$ cat config.mk
export PLATFORM = sky130hd
export DESIGN_NAME = pipelined_wallace_multiplier
export DESIGN_NICKNAME = d
export VERILOG_FILES = /design/src/rtl/pipelined_wallace_multiplier.sv
export SDC_FILE = /design/constraint.sdc
export NUM_CORES = 2
export LEC_CHECK = 0
export ABC_AREA = 1
export BUFFER_PORTS_ARGS = -buffer_cell sky130_fd_sc_hd__buf_2
export CAP_MARGIN = 0
export CORE_MARGIN = 1
export CORE_UTILIZATION = 40
export CTS_BUF_LIST = sky130_fd_sc_hd__clkbuf_4 sky130_fd_sc_hd__clkbuf_8
export DETAILED_ROUTE_END_ITERATION = 10
export SLEW_MARGIN = 0
export SYNTH_ARGS = -nofsm -noshare
export SYNTH_HDL_FRONTEND = slang
export SYNTH_SLANG_ARGS = --single-unit
$ cat constraint.sdc
create_clock -name clk -period 13 [get_ports clk]
set_input_delay 1.95 -clock clk [delete_from_list [all_inputs] [get_ports clk]]
set_output_delay 1.95 -clock clk [all_outputs]
set_load 0.02 [all_outputs]
$ cat src/rtl/pipelined_wallace_multiplier.sv
// Four-stage elastic signed/unsigned multiplier.
// Operand magnitudes, then carry-save tree, then prefix adder, then sign fix-up.
module pipelined_wallace_multiplier #(
  parameter int WIDTH = 32,
  parameter int TAG_W = 4
) (
  input  logic               clk,
  input  logic               rst,
  input  logic               in_valid,
  output logic               in_ready,
  input  logic [WIDTH-1:0]   in_a,
  input  logic [WIDTH-1:0]   in_b,
  input  logic               in_signed,
  input  logic [TAG_W-1:0]   in_tag,
  output logic               out_valid,
  input  logic               out_ready,
  output logic [2*WIDTH-1:0] out_p,
  output logic [TAG_W-1:0]   out_tag
);

  localparam int PW = 2 * WIDTH;
  localparam int LG = $clog2(PW);

  logic             r_v1, r_v2, r_v3, r_v4;
  logic [WIDTH-1:0] r_a1, r_b1;
  logic             r_n1, r_n2, r_n3;
  logic [TAG_W-1:0] r_t1, r_t2, r_t3, r_t4;
  logic [PW-1:0]    r_s2, r_c2, r_p3, r_p4;

  logic             w_adv1, w_adv2, w_adv3, w_adv4;
  logic [WIDTH-1:0] w_mag_a, w_mag_b;
  logic             w_neg;
  logic [PW-1:0]    w_sum, w_cry, w_add;

  assign w_adv4 = ~r_v4 | out_ready;
  assign w_adv3 = ~r_v3 | w_adv4;
  assign w_adv2 = ~r_v2 | w_adv3;
  assign w_adv1 = ~r_v1 | w_adv2;

  assign in_ready  = w_adv1;
  assign out_valid = r_v4;
  assign out_p     = r_p4;
  assign out_tag   = r_t4;

  assign w_mag_a = (in_signed && in_a[WIDTH-1]) ? -in_a : in_a;
  assign w_mag_b = (in_signed && in_b[WIDTH-1]) ? -in_b : in_b;
  assign w_neg   = in_signed & (in_a[WIDTH-1] ^ in_b[WIDTH-1]);

  // 3:2 compressor levels until two rows remain
  always_comb begin : csa_tree
    logic [PW-1:0] v  [WIDTH];
    logic [PW-1:0] nv [WIDTH];
    int n;
    int m;
    n = WIDTH;
    m = 0;
    for (int i = 0; i < WIDTH; i++) begin
      v[i]  = r_b1[i] ? (PW'(r_a1) << i) : '0;
      nv[i] = '0;
    end
    for (int l = 0; l < WIDTH; l++) begin
      if (n > 2) begin
        m = 0;
        for (int k = 0; k < WIDTH; k++) nv[k] = '0;
        for (int j = 0; j < WIDTH; j += 3) begin
          if (j + 2 < n) begin
            nv[m]     = v[j] ^ v[j+1] ^ v[j+2];
            nv[m + 1] = ((v[j] & v[j+1]) |
                         (v[j] & v[j+2]) |
                         (v[j+1] & v[j+2])) << 1;
            m += 2;
          end else if (j < n) begin
            nv[m] = v[j];
            m += 1;
            if (j + 1 < n) begin
              nv[m] = v[j+1];
              m += 1;
            end
          end
        end
        v = nv;
        n = m;
      end
    end
    w_sum = v[0];
    w_cry = v[1];
  end

  always_comb begin : ks_adder
    logic [PW-1:0] g;
    logic [PW-1:0] p;
    g = r_s2 & r_c2;
    p = r_s2 ^ r_c2;
    for (int k = 0; k < LG; k++) begin
      g = g | (p & (g << (1 << k)));
      p = p & (p << (1 << k));
    end
    w_add = r_s2 ^ r_c2 ^ (g << 1);
  end

  always_ff @(posedge clk or posedge rst) begin
    if (rst) begin
      r_v1 <= 1'b0;
      r_a1 <= '0;
      r_b1 <= '0;
      r_n1 <= 1'b0;
      r_t1 <= '0;
    end else if (w_adv1) begin
      r_v1 <= in_valid;
      r_a1 <= w_mag_a;
      r_b1 <= w_mag_b;
      r_n1 <= w_neg;
      r_t1 <= in_tag;
    end
  end

  always_ff @(posedge clk or posedge rst) begin
    if (rst) begin
      r_v2 <= 1'b0;
      r_s2 <= '0;
      r_c2 <= '0;
      r_n2 <= 1'b0;
      r_t2 <= '0;
    end else if (w_adv2) begin
      r_v2 <= r_v1;
      r_s2 <= w_sum;
      r_c2 <= w_cry;
      r_n2 <= r_n1;
      r_t2 <= r_t1;
    end
  end

  always_ff @(posedge clk or posedge rst) begin
    if (rst) begin
      r_v3 <= 1'b0;
      r_p3 <= '0;
      r_n3 <= 1'b0;
      r_t3 <= '0;
    end else if (w_adv3) begin
      r_v3 <= r_v2;
      r_p3 <= w_add;
      r_n3 <= r_n2;
      r_t3 <= r_t2;
    end
  end

  always_ff @(posedge clk or posedge rst) begin
    if (rst) begin
      r_v4 <= 1'b0;
      r_p4 <= '0;
      r_t4 <= '0;
    end else if (w_adv4) begin
      r_v4 <= r_v3;
      r_p4 <= r_n3 ? -r_p3 : r_p3;
      r_t4 <= r_t3;
    end
  end

endmodule

==> run summary <==
Synth top area share: 0.354
Core Region: 0.128 mm2
Synth Flop Type: dfrtp_1
Sequential area share after synthesis: 0.162
Clk slew on worst S/H paths: 60 ps
Remaining antenna violation count: 0
Clk sink count: 333
Clock Skew: 35.1 ps
First-pass GRT wire length: 239 mm
Die Height: 360 um
Most frequent cells after synthesis: nand2_1 (2383), inv_1 (1876), fa_1 (908), dfrtp_1 (333), clkbuf_1 (311)
Hold-fix buffers, CTS: 0
Cell variety after synth: 35
Drt total wl: 146 mm
Area grow syn2layout: 6.28%
Area leader, netlist: fa_1
Fmax: 0.133 GHz
RSZ-0062 raised after global routing: false
Slowest CP cell: buf_4
Placed cell areas: 0.0533 mm2
Gpl congestion: 0.895
DR WL/cell: 17.0 um
Crit path launch type: input port
TritonCTS clock tree: done
DP HPWL: 113 mm
Root Buffer: clkbuf_8
Setup bufs post-CTS: 0
Overflow after GRT: 0
Run status: completed
Top-count cell post-synth: nand2_1
Nets: 8117
Die Area: 0.130 mm2
Num CTS Buffers: 60
Maximum number of pins on one net before global-route repair: 147
Clock Path Buffers: 3
Worst Hold Class: reg2reg
Crit end category: output pin
Design area: 0.0546 mm2
Largest fanout on the critical path: 94
CP peak stage delay: 720 ps
Setup_tns: 0 ps
Required @ worst endpoint: 11050 ps
Layout cells sized above 1: 0.0507
Area contributors post-synth: fa_1 (35%), nand2_1 (17%), dfrtp_1 (16%), inv_1 (14%), ha_1 (5.3%)
Total number of vias: 41392
First-pass DRT Iterations: 5
Die width: 360 um
Total track usage: 0.232
# DRC: 0
Post-synth ARST share: 1.00
Dpl cells: 8519
Max cap viols: 0
Filler cells: 13284
Initial Utilization: 0.403
Worst-margin pin slew: 1130 ps
Vias in the first global route: 43411
Non-Filler Instances: 8632
Number of H-tree levels: 2
Syn Nets: 8203
Post-Syn Instances: 7005
Initial antenna violation count: 4
Final period util: 0.580
Final Hold Vio Count: 0
Slew headroom: 0.244
Minimum clock period: 7540 ps
Final setup fails: 0
#FFs+latches synth: 333
Mapped cell area: 0.0514 mm2
Post-CTS Resized: 0
Site Rows: 131
Via density: 4.80
Post-synth EDFFs: 0
Clk Latency, worst-skew pair: 740 ps
Iter 0 DRT Violations: 2776
Mapped Avg Cell Area: 7.34 um2
Slew Limit Fails: 0
I/O pins: 143
Arr. time, crit path: 5590 ps
Kind of critical path: in2out
Warnings, synthesis: 0
Cell breakdown of the critical path: buf_2 -> nor2_4 -> inv_2 -> nor2_8 -> inv_2 -> buf_4 -> nor2_4 -> inv_4 -> nor2_4 -> buf_4 -> inv_2 -> buf_2
Port-buffer cells: 142
==> worst max-delay path: cells and delay by family <==
kind	cells	cell delay [ps]
buffers and inverters	8	1990
and+or+nand+nor	4	1490
==> layout make-up <==
class	count	area, um2	share of cell area
diodes	4	10.0	0.000183
clock buffers	91	1140	0.0209
clock inverters	18	158	0.00289
inverters	1880	7070	0.129
multi-input cells	4448	34700	0.635
flip-flops and latches	333	8360	0.153
well taps	1662	2080	0.0381
repair buffers	196	1130	0.0207
==> final timing paths <==
check / startpoint / slack [ps] / cells after the start / to
max in group asynchronous: rst / 10140 / 3 / out_p[49]$_DFFE_PP0P_
worst min register to register: out_tag[2]$_DFFE_PP0P_ / 470 / 2 / out_tag[2]$_DFFE_PP0P_
min in group asynchronous: rst / 1360 / 2 / out_tag[0]$_DFFE_PP0P_
worst max-delay path: out_ready / 5460 / 12 / in_ready
worst max register to register: r_a1[18]$_DFFE_PP0P_ / 7030 / 15 / r_s2[38]$_DFFE_PP0P_
worst min-delay path: out_tag[2]$_DFFE_PP0P_ / 470 / 2 / out_tag[2]$_DFFE_PP0P_
==> sequential cells by signal, indices dropped and copies added (netlist names), 32 cells and up <==
name   flops
out_p     64
r_a1      32
r_b1      32
r_c2      55
r_p3      64
r_s2      63
==> routing by layer <==
metal  up-vias  track usage  share of wire
li1      19610            -              -
met1     20267        0.325           0.45
met2      1269        0.378           0.45
met3       244       0.0315          0.067
met4         2       0.0548          0.024
met5         -            0       0.000089
==> metrics by stage <==
stage | hold slack [ps] | setup WS (ps) | utilization
global placement | 458 | 5440 | 0.418
CTS | 477 | 5440 | 0.428
global route | 488 | 5080 | 0.428
floorplan | 442 | 1830 | -
detailed placement | 461 | 5450 | 0.418
finish | 471 | 5460 | 0.428
==> cells by family (layout without fill, tap and decap cells) <==
family / count (synthesis) / in the layout / share of synthesized area
buffers and inverters: 2224 / 2185 / 0.163
other: 0 / 4 / 0
AO/OA/AOI/OAI: 256 / 256 / 0.0265
AND/OR/NAND/NOR: 2988 / 2988 / 0.228
adder cells (fa/ha/maj): 1125 / 1125 / 0.407
XOR/XNOR: 79 / 79 / 0.0135
flip-flops: 333 / 333 / 0.162
==> cells in the final DEF (no fill, tap or decap), drive strengths merged, types with 23 or more instances in the layout <==
| cell type | synthesis | final |
|---|---|---|
| nand2 | 2383 | 2383 |
| inv | 1880 | 1883 |
| fa | 908 | 908 |
| dfrtp | 333 | 333 |
| nor2 | 305 | 305 |
| ha | 217 | 217 |
| nand3 | 210 | 210 |
| buf | 33 | 196 |
| o21ai | 156 | 156 |
| clkbuf | 311 | 91 |
| xor2 | 58 | 58 |
| a21oi | 55 | 55 |
| nand4 | 35 | 35 |
| nor3 | 23 | 23 |
| a31oi | 23 | 23 |
Power is left out: the tool's default activity adds up to more than one toggle a clock period on the data nets, which glitch-free logic cannot reach.
